$ cat config.mk
export PLATFORM = sky130hd
export DESIGN_NAME = rr_mux_sel_arbiter
export DESIGN_NICKNAME = d
export VERILOG_FILES = /design/src/rtl/rr_mux_sel_arbiter.sv
export SDC_FILE = /design/constraint.sdc
export NUM_CORES = 1
export LEC_CHECK = 0
export ABC_AREA = 1
export CAP_MARGIN = 20
export CORE_MARGIN = 2
export CORE_UTILIZATION = 49
export DETAILED_ROUTE_END_ITERATION = 6
export PLACE_DENSITY_LB_ADDON = 0.08
export SETUP_SLACK_MARGIN = 0.2
export SYNTH_ARGS = -nofsm -noshare
export SYNTH_HDL_FRONTEND = slang
export SYNTH_SLANG_ARGS = --single-unit
$ cat constraint.sdc
create_clock -name clk -period 1.65 [get_ports clk]
set_input_delay 0.33 -clock clk [delete_from_list [all_inputs] [get_ports clk]]
set_output_delay 0.33 -clock clk [all_outputs]
set_load 0.1 [all_outputs]
$ cat src/rtl/rr_mux_sel_arbiter.sv
// Round-robin arbiter driving a 4:1 mux select with bounded burst ownership.
// All outputs are registered; the winner search rotates from the last owner on release.
module rr_mux_sel_arbiter #(
  parameter int unsigned MAX_HOLD = 8,
  parameter int unsigned CNT_W    = 4
) (
  input  logic             clk,
  input  logic             rst_n,
  input  logic [3:0]       req,
  output logic [1:0]       sel,
  output logic [3:0]       gnt,
  output logic             valid,
  output logic [CNT_W-1:0] hold_cnt
);

  localparam logic [0:0] StIdle  = 1'b0;
  localparam logic [0:0] StGrant = 1'b1;

  localparam logic [CNT_W-1:0] MaxHold = CNT_W'(MAX_HOLD);

  logic [0:0]       state_q, state_d;
  logic [1:0]       ptr_q, ptr_d;
  logic [1:0]       sel_q, sel_d;
  logic [3:0]       gnt_q, gnt_d;
  logic             valid_q, valid_d;
  logic [CNT_W-1:0] hold_q, hold_d;

  logic [1:0] base;
  logic [1:0] cand;
  logic [1:0] win;
  logic       found;
  logic       keep;

  // On release the search starts just past the owner, so the owner is checked last.
  always_comb begin
    base  = (state_q == StGrant) ? sel_q + 2'd1 : ptr_q;
    cand  = base;
    win   = base;
    found = 1'b0;
    for (int i = 3; i >= 0; i--) begin
      cand = base + 2'(i);
      if (req[cand]) begin
        found = 1'b1;
        win   = cand;
      end
    end
  end

  assign keep = (state_q == StGrant) && req[sel_q] && (hold_q < MaxHold);

  always_comb begin
    state_d = state_q;
    ptr_d   = ptr_q;
    sel_d   = sel_q;
    gnt_d   = gnt_q;
    valid_d = valid_q;
    hold_d  = hold_q;
    if (keep) begin
      hold_d = hold_q + CNT_W'(1);
    end else begin
      if (state_q == StGrant) begin
        ptr_d = sel_q + 2'd1;
      end
      if (found) begin
        state_d = StGrant;
        sel_d   = win;
        gnt_d   = 4'b0001 << win;
        valid_d = 1'b1;
        hold_d  = CNT_W'(1);
      end else begin
        // sel keeps the last owner's index while idle.
        state_d = StIdle;
        gnt_d   = 4'b0000;
        valid_d = 1'b0;
        hold_d  = '0;
      end
    end
  end

  always_ff @(posedge clk) begin
    if (!rst_n) begin
      state_q <= StIdle;
      ptr_q   <= 2'd0;
      sel_q   <= 2'd0;
      gnt_q   <= 4'b0000;
      valid_q <= 1'b0;
      hold_q  <= '0;
    end else begin
      state_q <= state_d;
      ptr_q   <= ptr_d;
      sel_q   <= sel_d;
      gnt_q   <= gnt_d;
      valid_q <= valid_d;
      hold_q  <= hold_d;
    end
  end

  assign sel      = sel_q;
  assign gnt      = gnt_q;
  assign valid    = valid_q;
  assign hold_cnt = hold_q;

endmodule

==> results of run 1 <==
-- layout by cell type (no fill, tap or decap) --
| cell type | Yosys | layout |
|---|---|---|
| nand2_1 | 33 | 21 |
| nand2_2 | 8 | 16 |
| buf_4 | 0 | 16 |
| buf_12 | 0 | 11 |
| inv_1 | 16 | 10 |
| nand3_2 | 1 | 8 |
| nor2_1 | 10 | 7 |
| dfxtp_1 | 13 | 7 |
| o21ai_1 | 4 | 6 |
| nand2_4 | 2 | 5 |
| nand3_1 | 12 | 5 |
| a21oi_1 | 6 | 5 |
| inv_2 | 0 | 4 |
| o21ai_2 | 2 | 4 |
| nor2_2 | 1 | 3 |
| o21ai_0 | 8 | 3 |
| clkbuf_4 | 0 | 3 |
| dfxtp_2 | 0 | 3 |
| dfxtp_4 | 0 | 3 |
| inv_4 | 0 | 2 |
| nand2_8 | 0 | 2 |
| dlygate4sd2_1 | 0 | 2 |
| clkdlybuf4s50_1 | 0 | 2 |
| buf_6 | 0 | 2 |
| or2_4 | 0 | 1 |
| o21ai_4 | 0 | 1 |
| clkinv_1 | 1 | 1 |
| a21oi_4 | 0 | 1 |
| a21oi_2 | 1 | 1 |
| nor2_4 | 0 | 1 |
| xnor2_1 | 1 | 1 |
| o22ai_1 | 1 | 1 |
| ha_1 | 1 | 1 |
| clkinv_2 | 0 | 1 |
| dlymetal6s2s_1 | 0 | 1 |
-- how the worst min path moves through the flow --
stage / start / to / slack [ps] / cells past startpoint
finish: gnt[1]$_SDFFE_PN0N_ / gnt[1]$_SDFFE_PN0N_ / 490 / 2
global placement: gnt[1]$_SDFFE_PN0N_ / gnt[1]$_SDFFE_PN0N_ / 480 / 2
CTS: hold_cnt[1]$_SDFF_PN0_ / hold_cnt[3]$_SDFF_PN0_ / 500 / 2
floorplan: rst_n / valid$_SDFFE_PN0N_ / 430 / 2
global route: hold_cnt[1]$_SDFF_PN0_ / hold_cnt[3]$_SDFF_PN0_ / 510 / 2
detailed placement: hold_cnt[1]$_SDFF_PN0_ / hold_cnt[3]$_SDFF_PN0_ / 480 / 2
-- worst register-to-register path, stage by stage, from the launching register on --
cell,delay (ps)
dfxtp_4,370
inv_1,90
nand2_1,80
nand2_1,100
nand2_2,110
nand2_4,140
nand2_2,100
nand3_2,90
o21ai_0,120
inv_1,90
nand2_2,70
a21oi_2,210
nand2_2,90
nand2_2,60
-- cells by family after synthesis --
group / synth area share
buffers and inverters: 0.0986
AOI/OAI and AO/OA: 0.153
xor gates and xnor gates: 0.0110
adders and majority gates: 0.0156
and+or+nand+nor: 0.396
DFF: 0.326
-- cell type report --
type,instances,area share
clock buffer,3,0.0158
clock inverter,1,0.00351
inverter,17,0.0483
multi-input combinational,93,0.435
sequential,13,0.193
tap,16,0.0141
timing repair buffer,34,0.290
-- per-stage QoR --
stage               setup TNS [ps]  total power [mW]  hold slack (ps)
CTS                              0              2.71              496
global placement             -1520              2.35              475
finish                        -384              3.13              493
detailed placement           -1750              2.38              483
global route                  -948              3.27              512
floorplan                    -24.3              1.78              427
-- per-layer routing --
layer | vias up | share of wire | global-route usage
met5 | - | 0 | 0
met2 | 49 | 0.50 | 0.471
li1 | 473 | - | -
met4 | 0 | 0.041 | 0.115
met1 | 455 | 0.39 | 0.298
met3 | 17 | 0.065 | 0.0571
-- timing repair --
item | 4_1_cts | 5_1_grt
endpoints found under the setup margin | 9 | 13
gates cloned | 1 | 0
setup buffers | 5 | 3
pin swaps | 3 | 17
resized for setup | 12 | 39
-- registers in the layout (all words and copies together) (netlist names) --
name,count
sel,2
gnt,4
ptr_q,2
valid,1
hold_cnt,4
-- where the power goes --
group	internal (mW)	leakage, nW	total [mW]	switching [mW]
logic	0.851	0.548	2.37	1.52
clock network	0.0903	0.0177	0.203	0.113
registers	0.434	0.110	0.562	0.128
total	1.38	0.676	3.13	1.76
==> metrics.md, run 1 <==
| Metric | Value |
|---|---|
| Worst Tran Pin Value | `236 ps` |
| Min cycle time layout | `about 1800 ps` |
| Fill cells | `52` |
| Post-Place Setup Slack | `-266 ps` |
| Final period utilization | `1.07` |
| Setup-failing EPs final | `5` |
| GRT Total Usage | `0.263` |
| Power per Cell Area | `2200 mW/mm^2` |
| Share of cells above drive strength 1 | `0.547` |
| Ant. Diodes | `0` |
| EDFF count, synth | `0` |
| CP Data Required Time | `1890 ps` |
| RSZ-0062 raised after global routing | `yes` |
| Max-slew violation count | `0` |
| Dpl hpwl | `1.58 mm` |
| Initial Utilization | `0.525` |
| Async SR Flop Fraction | `0` |
| Number of routed nets with antenna violations | `0` |
| Count leader, synth | `nand2_1` |
| Fin util | `0.934` |
| Largest net degree at the start of global routing | `9` |
| Top FF cell, synth | `dfxtp_1` |
| FMAX | `~0.56 GHz` |
| Max incr delay on CP | `370 ps` |
| Largest delay contributor family on the critical path | `simple AND/OR/NAND/NOR gates` |
| Status | `finished, violations left` |
| Worst hold path type | `reg -> reg` |
| Worst-skew pair later-pin latency | `290 ps` |
| Top cells by area, synth | `dfxtp_1 (33%), nand2_1 (15%), nand3_1 (7.5%), inv_1 (7.5%), nand2_2 (6.3%)` |
| Register-to-register setup slack | `-120 ps` |
| First-pass GRT wire length | `about 3.8 mm` |
| Crit path from | `sel[1]$_SDFFE_PN0P_` |
| RR Startpoint | `sel[1]$_SDFFE_PN0P_` |
| Top Ports | `17` |
| CP Capture Point | `gnt[0]$_SDFFE_PN0N_` |
| Clk root buf | `clkbuf_4` |
| Rows | `14` |
| Commonest cells post-synth | `nand2_1 (33), inv_1 (16), dfxtp_1 (13)` |
| Clock Sinks | `13` |
| Syn avg cell area | `~6.5 um^2` |
| R2R Path End | `gnt[0]$_SDFFE_PN0N_` |
| Cells on worst reg2reg path | `13` |
| Seq/Total Area, Yosys | `0.326` |
| Worst Clk Skew | `3.49 ps` |
| DP Cell Count | `164` |
| Routed wire length | `2.94 mm` |
| Post-synth cell types | `20` |
| VDD IR-drop max | `between 1500 and 2000 uV` |
| Vias per cell | `5.62` |
| Cell repeated most along the worst path | `nand2_2` |
| Multi-input logic area | `619 um^2` |
| Yosys top cell by area | `dfxtp_1` |
| Full die area | `0.00197 mm^2` |
| CTS Buffer Depth | `2` |
| CP Depth | `13` |
| Total CTS buffers | `3` |
| Buffers added on ports | `16` |
| Critical path class | `reg -> reg` |
| #FFs+latches synth | `13` |
| Failing checks | `setup timing` |
| Worst path buffer plus inverter count | `2` |
| Reg clk slew, reported paths | `80 ps` |
| Hold Buf Count CTS | `0` |
| Setup crit end kind | `flop` |
| Slew HR | `0.842` |
| Post-Syn Instances | `123` |
| Non-Filler Instances | `177` |
| Worst path cell trace | `inv_1 -> nand2_1 -> nand2_1 -> nand2_2 -> nand2_4 -> nand2_2 -> nand3_2 -> o21ai_0 -> inv_1 -> nand2_2 -> a21oi_2 -> nand2_2 -> nand2_2` |
| Nets@finish | `169` |
| Startpoint types | `flop` |
| Placement Cell Area | `approximately 0.0012 mm^2` |
| Fin worst setup slack | `-123 ps` |
| CP Max Fanout | `8` |
| Slowest cell on the critical path | `dfxtp_4` |
| Sequential cell area | `around 280 um^2` |
| Post-Syn Nets | `130` |
| Leakage | `0.676 nW` |
| DRC errors left | `0` |
| Vias in the first global route | `895` |
| Wire length per cell | `16.6 um` |
| Total grt overflow | `0` |
| Chip height | `roughly 44 um` |
| Data arrival, critical path | `2010 ps` |
| CTS H-tree lvls | `1` |
| CORE AREA | `0.00152 mm^2` |
| Warnings from Yosys | `0` |
| Vias | `just under 1000` |
| Final Cell Area | `0.00142 mm^2` |
| Share of the synthesized area in the top cell type | `0.326` |
| Max-Cap Viols | `0` |
| Final GP Congestion | `about 0.9` |
| CTS tree | `done` |
| Number of detailed-route iterations in the first pass | `4` |
| DRT iter0 DRCs | `34` |
| Post-synthesis instance area | `800 um^2` |
| Number of antenna violations at the first check in global routing | `0` |
| Area Overhead vs Synth | `78.1%` |
| Hold Vio Cnt, Final | `0` |
| Horiz. Die Dim | `roughly 44 um` |
Power figures use the tool's default switching activity.
==> inputs of run 2 (changes only) <==
CTS_CLUSTER_DIAMETER = 150   (was unset)
REMOVE_ABC_BUFFERS = 1   (was unset)
==> metrics.md, run 2 <==
| Metric | Value |
|---|---|
| Share of the synthesized area in the top cell type | `0.326 (unchanged)` |
| Hold Buf Count CTS | `0 (unchanged)` |
| Buffers added on ports | `16 (unchanged)` |
| Grt repair worst endpoint | `gnt[3]$_SDFFE_PN0N_/D` |
| Final GP Congestion | `0.925 (+3.8%)` |
| Count leader, synth | `nand2_1` |
| Failed at | `global routing (5_1_grt)` |
| First error | `[ERROR DPL-0038] Utilization greater than 100%, impossible to legalize` |
| Rows | `14 (unchanged)` |
| Post-Syn Instances | `123 (unchanged)` |
| Commonest cells post-synth | `nand2_1 (33), inv_1 (16), dfxtp_1 (13)` |
| Syn avg cell area | `6.50 um^2 (unchanged)` |
| Largest net degree at the start of global routing | `9` |
| Worst endpoint type | `sequential cell input` |
| Initial Utilization | `0.525 (unchanged)` |
| Total CTS buffers | `3 (unchanged)` |
| Warnings from Yosys | `0 (unchanged)` |
| CTS Buffer Depth | `2 (unchanged)` |
| Post-synthesis instance area | `800 um^2 (unchanged)` |
| Post-synth cell types | `20 (unchanged)` |
| Async SR Flop Fraction | `0 (unchanged)` |
| Seq/Total Area, Yosys | `0.326 (unchanged)` |
| Dpl hpwl | `1.69 mm (+7.4%)` |
| Chip height | `44.4 um (unchanged)` |
| Clock Sinks | `13 (unchanged)` |
| Yosys top cell by area | `dfxtp_1` |
| Clk root buf | `clkbuf_4` |
| Status | `did not finish` |
| DP Cell Count | `174 (+6.1%)` |
| EDFF count, synth | `0 (unchanged)` |
| Top FF cell, synth | `dfxtp_1` |
| CTS H-tree lvls | `1 (unchanged)` |
| Horiz. Die Dim | `44.4 um (unchanged)` |
| Top Ports | `17 (unchanged)` |
| #FFs+latches synth | `13 (unchanged)` |
| Top cells by area, synth | `dfxtp_1 (33%), nand2_1 (15%), nand3_1 (7.5%), inv_1 (7.5%), nand2_2 (6.3%)` |
run 2: cell counts after synthesis:
Identical to the previous run, type by type.
run 2: timing repair:
item,in CTS
resized for setup,39
pin swaps,9
gates cloned,1
buffers inserted,2
endpoints found under the hold margin,0
endpoints found under the setup margin,12
run 2: cell families after synthesis:
group | after synthesis | share of synthesized area
adders and majority gates | 1 | 0.0156
DFF | 13 | 0.326
xor gates and xnor gates | 1 | 0.0110
buffers and inverters | 18 | 0.0986
AOI/OAI and AO/OA | 22 | 0.153
and+or+nand+nor | 68 | 0.396
run 2: stage by stage:
stage	setup slack, ps	instance area, um^2	hold slack [ps]
after global placement	-191	1220	477
after detailed placement	-302	1220	479
after CTS	42.5	1390	501
after floorplan	-644	785	428
==> inputs of run 3 (changes only) <==
CORE_AREA = 2 2 63 65   (was unset)
CORE_MARGIN = unset   (was 2)
CORE_UTILIZATION = unset   (was 49)
CTS_CLUSTER_DIAMETER = unset   (was 150)
DIE_AREA = 0 0 65 67   (was unset)
PLACE_DENSITY_LB_ADDON = 0.15   (was 0.08)
SETUP_SLACK_MARGIN = unset   (was 0.2)
==> metrics.md, run 3 (synthesis results as in run 1) <==
| Metric | Value |
|---|---|
| Status | `finished, violations left` |
| Failing checks | `setup timing` |
| Buffers added on ports | `16 (unchanged)` |
| Data arrival, critical path | `approximately 1900 ps` |
| Fill cells | `376` |
| Nets@finish | `177` |
| FMAX | `0.600 GHz` |
| Cells on Worst Hold Path | `2` |
| Worst path buffer plus inverter count | `3` |
| Final GP Congestion | `0.814 (-12%)` |
| Startpoint types | `primary input` |
| Reg clk slew, reported paths | `60 ps` |
| Setup crit end kind | `flop` |
| Number of antenna violations at the first check in global routing | `0` |
| Largest delay contributor family on the critical path | `buffers and inverters` |
| Initial Utilization | `0.222 (-0.303)` |
| DRC errors left | `0` |
| CP Data Required Time | `roughly 1800 ps` |
| Routed wire length | `2.42 mm` |
| First-pass GRT wire length | `around 4 mm` |
| Slew HR | `0.837` |
| Cells on worst reg2reg path | `13` |
| Setup-failing EPs final | `1` |
| Post-route setup TNS | `-17.0 ps` |
| GRT Total Usage | `0.121` |
| Wire length per cell | `11.2 um` |
| Final period utilization | `1.01` |
| CTS tree | `done` |
| Min cycle time layout | `~1700 ps` |
| Worst Clk Skew | `0.764 ps` |
| Hold Vio Cnt, Final | `0` |
| Critical path class | `in -> reg` |
| Worst-skew pair later-pin latency | `250 ps` |
| Area Overhead vs Synth | `96.9%` |
| Total grt overflow | `0` |
| Cell repeated most along the worst path | `nand2_2` |
| CTS Buffer Depth | `2 (unchanged)` |
| Most frequent cells in the layout | `buf_4 (25), nand2_1 (20), nand2_2 (15)` |
| Largest net degree at the start of global routing | `9` |
| Worst path cell trace | `clkdlybuf4s50_1 -> inv_2 -> o21ai_4 -> buf_4 -> nor2_4 -> nand3_2 -> nand2_1 -> nand2_2 -> nand2_2 -> nor2_4 -> nand2_2 -> nand2_2` |
| Fin worst setup slack | `-17.0 ps` |
| Share of cells above drive strength 1 | `0.574` |
| Full die area | `about 0.0044 mm^2` |
| Endpoint, Worst Hold | `gnt[0]$_SDFFE_PN0N_` |
| R2R Path End | `gnt[1]$_SDFFE_PN0N_` |
| Hold path startpoint | `gnt[0]$_SDFFE_PN0N_` |
| Register-to-register setup slack | `0 ps` |
| Worst Tran Pin Value | `243 ps` |
| Worst hold path type | `reg -> reg` |
| VDD IR-drop max | `1220 uV` |
| Max-slew violation count | `0` |
| Clock Sinks | `13 (unchanged)` |
| Leakage | `0.733 nW` |
| Power per Cell Area | `2070 mW/mm^2` |
| Ant. Diodes | `0` |
| Slowest cell on the critical path | `clkdlybuf4s50_1` |
| CP Max Fanout | `3` |
| Number of routed nets with antenna violations | `0` |
| Chip height | `67 um (+51%)` |
| Vias | `923` |
| Overall power | `3.26 mW` |
| Rows | `22 (+8)` |
| Dpl hpwl | `1.69 mm (about the same)` |
| Most common cell after layout, fill and taps aside | `buf_4` |
| Top Ports | `17 (unchanged)` |
| CORE AREA | `0.00361 mm^2` |
| Max incr delay on CP | `500 ps` |
| Clk root buf | `clkbuf_8` |
| RSZ-0062 raised after global routing | `yes` |
| RR Startpoint | `valid$_SDFFE_PN0N_` |
| DRT iter0 DRCs | `15` |
| Total CTS buffers | `3 (unchanged)` |
| Number of detailed-route iterations in the first pass | `4` |
| Vias in the first global route | `about 1000` |
| CTS H-tree lvls | `1 (unchanged)` |
| Horiz. Die Dim | `65 um (+46%)` |
| Max-Cap Viols | `0` |
| Vias per cell | `approximately 4.3` |
==> run 3: where the power goes <==
| part | leakage (nW) | switching (mW) | internal, mW |
|---|---|---|---|
| Sequential | 0.109 | 0.124 | 0.432 |
| Combinational | 0.598 | 1.47 | 0.947 |
| Clock | 0.0255 | 0.121 | 0.167 |
| Total | 0.733 | 1.71 | 1.55 |
==> run 3: area by class of cell <==
cell class,count,area [um^2],area share
Sequential cell,13,272,0.172
Inverter,17,68.8,0.0437
Multi-Input combinational cell,93,656,0.417
Clock inverter,1,5.00,0.00318
Clock buffer,3,41.3,0.0262
Tap cell,48,60.1,0.0382
Timing Repair Buffer,42,472,0.300
==> run 3: stage by stage <==
stage          utilization  worst slack [ps]  area (um^2)  instances  hold slack [ps]
5_1_grt              0.437             -94.6         1570        217              526
2_1_floorplan            -              -644          785        122              428
6_report             0.437             -17.0         1570        217              491
3_5_place_dp         0.357              -263         1290        209              482
4_1_cts              0.391              3.00         1410        216              501
3_3_place_gp         0.357              -261         1290        209              483
==> run 3: worst register-to-register path: stages, from the launching register on <==
cell and delay (ps):
dfxtp_4 390, inv_4 60, nand2_8 90, nand2_8 80, buf_4 170, nand3_2 90
nand3_1 110, nand3_2 110, nand2_1 70, nand2_2 100, nand2_2 80, nor2_4 120
nand2_2 70, nand2_2 60
==> run 3: what timing repair did <==
action                     CTS  global route
cloned                       1             0
pin swaps                    3            17
setup endpoints to repair    7            11
resized for setup           16            50
buffers inserted             2             1
hold buffers                 0             0
==> run 3: per-layer routing <==
layer / GRT usage / wire [um] / share of wire / vias up
li1: - / - / - / 484
met1: 0.135 / 1080 / 0.44 / 418
met2: 0.216 / 1210 / 0.50 / 16
met3: 0.0186 / 88 / 0.036 / 5
met4: 0.0691 / 51 / 0.021 / 0
met5: 0 / 0 / 0 / -
==> run 3: worst max path at each step <==
stage / start / to / slack (ps) / depth (start not counted)
after detailed placement: req[1] / sel[0]$_SDFFE_PN0P_ / -260 / 10
final: req[1] / gnt[1]$_SDFFE_PN0N_ / -20 / 12
after global routing: valid$_SDFFE_PN0N_ / gnt[1]$_SDFFE_PN0N_ / -90 / 13
after floorplan: valid$_SDFFE_PN0N_ / gnt[0]$_SDFFE_PN0N_ / -640 / 12
after global placement: req[0] / sel[1]$_SDFFE_PN0P_ / -260 / 8
after CTS: req[3] / gnt[1]$_SDFFE_PN0N_ / 3 / 13
==> inputs of run 4 (changes only) <==
==> constraint.sdc (replaced) <==
create_clock -name clk -period 1.65 [get_ports clk]
set_input_delay 0.165 -clock clk [delete_from_list [all_inputs] [get_ports clk]]
set_output_delay 0.165 -clock clk [all_outputs]
set_load 0.1 [all_outputs]
==> metrics.md, run 4 (synthesis results as in run 1) <==
| Metric | Value |
|---|---|
| Most frequent cells in the layout | `buf_4 (21), nand2_1 (19), nand2_2 (16)` |
| Post-route setup TNS | `0 ps (+17.0 ps)` |
| Setup crit end kind | `flop` |
| Cell repeated most along the worst path | `nand2_2` |
| Data arrival, critical path | `1800 ps (-60 ps)` |
| Worst Tran Pin Value | `206 ps (-36.4 ps)` |
| VDD IR-drop max | `1100 uV (-9.8%)` |
| CORE AREA | `0.00361 mm^2 (unchanged)` |
| Number of detailed-route iterations in the first pass | `4 (unchanged)` |
| Number of routed nets with antenna violations | `0 (unchanged)` |
| R2R Path End | `gnt[3]$_SDFFE_PN0N_` |
| CTS Buffer Depth | `2 (unchanged)` |
| Buffers added on ports | `16 (unchanged)` |
| Worst path cell trace | `inv_4 -> nand2_8 -> nand2_8 -> buf_6 -> nand3_2 -> nand3_1 -> nand2_2 -> nand2_2 -> nand2_2 -> nand2_4 -> nand2_2 -> nor2_4 -> nand2_1 -> nand2_1` |
| Post-Place Setup Slack | `-105 ps (+158 ps)` |
| Chip height | `67 um (unchanged)` |
| Fill cells | `377 (+0.27%)` |
| Combinational power share | `0.743 (+0.002)` |
| Min cycle time layout | `1610 ps (-62.0 ps)` |
| Power per Cell Area | `2090 mW/mm^2 (+1.1%)` |
| Slew HR | `0.862 (+0.0252)` |
| RR Startpoint | `valid$_SDFFE_PN0N_` |
| Largest net degree at the start of global routing | `14 (+5)` |
| Full die area | `0.00436 mm^2 (unchanged)` |
| Max incr delay on CP | `370 ps (-130 ps)` |
| DRT iter0 DRCs | `24 (+9)` |
| Worst hold path type | `reg -> reg` |
| Worst path buffer plus inverter count | `2 (-1)` |
| CP Max Fanout | `7 (+4)` |
| Fin worst setup slack | `45.0 ps (+62.0 ps)` |
| DP Cell Count | `205 (-1.9%)` |
| Dpl hpwl | `1.65 mm (-2.4%)` |
| Endpoint, Worst Hold | `gnt[0]$_SDFFE_PN0N_` |
| Vias per cell | `4.38 (+3.0%)` |
| Clk root buf | `clkbuf_8` |
| Most common cell after layout, fill and taps aside | `buf_4` |
| Critical path class | `reg -> reg` |
| Vias | `942 (+2.1%)` |
| Number of antenna violations at the first check in global routing | `0 (unchanged)` |
| Final Cell Area | `0.00156 mm^2 (-1.1%)` |
| Final GP Congestion | `0.806 (-1.1%)` |
| Startpoint types | `flop` |
| Hold path startpoint | `gnt[0]$_SDFFE_PN0N_` |
| Final period utilization | `0.973 (-0.0375)` |
| Routed wire length | `2.41 mm (-0.50%)` |
| Max-Cap Viols | `0 (unchanged)` |
| Cells on Worst Hold Path | `2 (unchanged)` |
| Total CTS buffers | `3 (unchanged)` |
| Horiz. Die Dim | `65 um (unchanged)` |
| First-pass GRT wire length | `3.69 mm (-8.5%)` |
| Largest delay contributor family on the critical path | `simple AND/OR/NAND/NOR gates` |
| Wire length per cell | `11.2 um (+0.43%)` |
| Non-Filler Instances | `215 (-0.92%)` |
| Hold Buf Count CTS | `0 (unchanged)` |
| RSZ-0062 raised after global routing | `yes` |
| DRC errors left | `0 (unchanged)` |
| Share of cells above drive strength 1 | `0.539 (-0.0350)` |
| Ant. Diodes | `0 (unchanged)` |
| FMAX | `0.623 GHz (+3.9%)` |
| Setup-failing EPs final | `0 (-1)` |
| Flop pwr share | `0.168 (-0.003)` |
| Area Overhead vs Synth | `94.7%` |
| Placement Cell Area | `0.00126 mm^2 (-2.3%)` |
| Worst Clk Skew | `3.62 ps (+2.86 ps)` |
| Sw Ratio | `0.526 (about the same)` |
| Nets@finish | `175 (-1.1%)` |
| Total grt overflow | `0 (unchanged)` |
| CP Data Required Time | `1840 ps (about the same)` |
| Clock share of power | `0.089 (about the same)` |
| Rows | `22 (unchanged)` |
| Status | `finished, final reports clean` |
| Internal | `1.55 mW (about the same)` |
| Top Ports | `17 (unchanged)` |
| GRT Total Usage | `0.112 (-0.00865)` |
| Max-slew violation count | `0 (unchanged)` |
| Reg clk slew, reported paths | `60 ps (about the same)` |
| Overall power | `3.26 mW (about the same)` |
| Hold Vio Cnt, Final | `0 (unchanged)` |
| Initial Utilization | `0.222 (unchanged)` |
| Worst-skew pair later-pin latency | `250 ps (about the same)` |
| Fin util | `0.432 (-0.00486)` |
| Vias in the first global route | `857 (-15%)` |
| Slowest cell on the critical path | `dfxtp_4` |
| Register-to-register setup slack | `40 ps (+40 ps)` |
| CTS tree | `done` |
| Hold WS | `490 ps (-1.16 ps)` |
| CTS H-tree lvls | `1 (unchanged)` |
| Leakage | `0.718 nW (-2.0%)` |
| Clock Sinks | `13 (unchanged)` |
| Switching pwr | `1.71 mW (about the same)` |
| Cells on worst reg2reg path | `14 (+1)` |
run 4: changes by cell type in the layout (fill, tap and decap cells not counted), moves of 3 or more:
cell     delta
nand3_2     -3
inv_1       +3
inv_2       -3
o21ai_1     -3
buf_4       -4
run 4: area by class of cell:
cell class | instances | area [um^2] | share of cell area
Sequential cell | 13 | 269 | 0.173
Clock buffer | 3 | 41.3 | 0.0265
Timing Repair Buffer | 40 | 462 | 0.297
Clock inverter | 1 | 5.00 | 0.00322
Tap cell | 48 | 60.1 | 0.0386
Inverter | 17 | 68.8 | 0.0442
Multi-Input combinational cell | 93 | 651 | 0.418
run 4: worst register-to-register path, stage by stage (launching register included):
cell,delay [ps]
dfxtp_4,370
inv_4,80
nand2_8,80
nand2_8,120
buf_6,130
nand3_2,80
nand3_1,100
nand2_2,60
nand2_2,90
nand2_2,70
nand2_4,80
nand2_2,70
nor2_4,110
nand2_1,60
nand2_1,60
run 4: layer usage:
layer / share of wire / track usage / vias to the layer above
met1: 0.43 / 0.133 / 434
met4: 0.016 / 0.0505 / 0
met2: 0.52 / 0.188 / 16
met5: 0 / 0 / -
met3: 0.035 / 0.0304 / 5
li1: - / - / 487
run 4: repair_timing:
action,4_1_cts,5_1_grt
resized for setup,8,50
gates cloned,0,1
endpoints found under the setup margin,5,6
setup buffers,0,5
pin swaps,2,23
run 4: power groups by stage:
stage	clock network [mW]	registers [mW]	logic (mW)
final	0.289	0.547	2.42
after detailed placement	0	0.535	1.93
after floorplan	0	1.09	0.635
after global placement	0	0.539	1.92
after CTS	0.299	0.537	1.95
after global routing	0.313	0.564	2.58
run 4: how the worst max path moves through the flow:
stage                                   from             endpoint  slack, ps  cells past startpoint
after detailed placement              req[2]  gnt[2]$_SDFFE_PN0N_       -100                     13
after global routing      valid$_SDFFE_PN0N_  gnt[3]$_SDFFE_PN0N_       -100                     14
after floorplan           valid$_SDFFE_PN0N_  gnt[0]$_SDFFE_PN0N_       -640                     12
after global placement                req[2]  gnt[3]$_SDFFE_PN0N_       -110                     13
final                     valid$_SDFFE_PN0N_  gnt[3]$_SDFFE_PN0N_         40                     14
after CTS                 valid$_SDFFE_PN0N_  gnt[3]$_SDFFE_PN0N_          5                     13
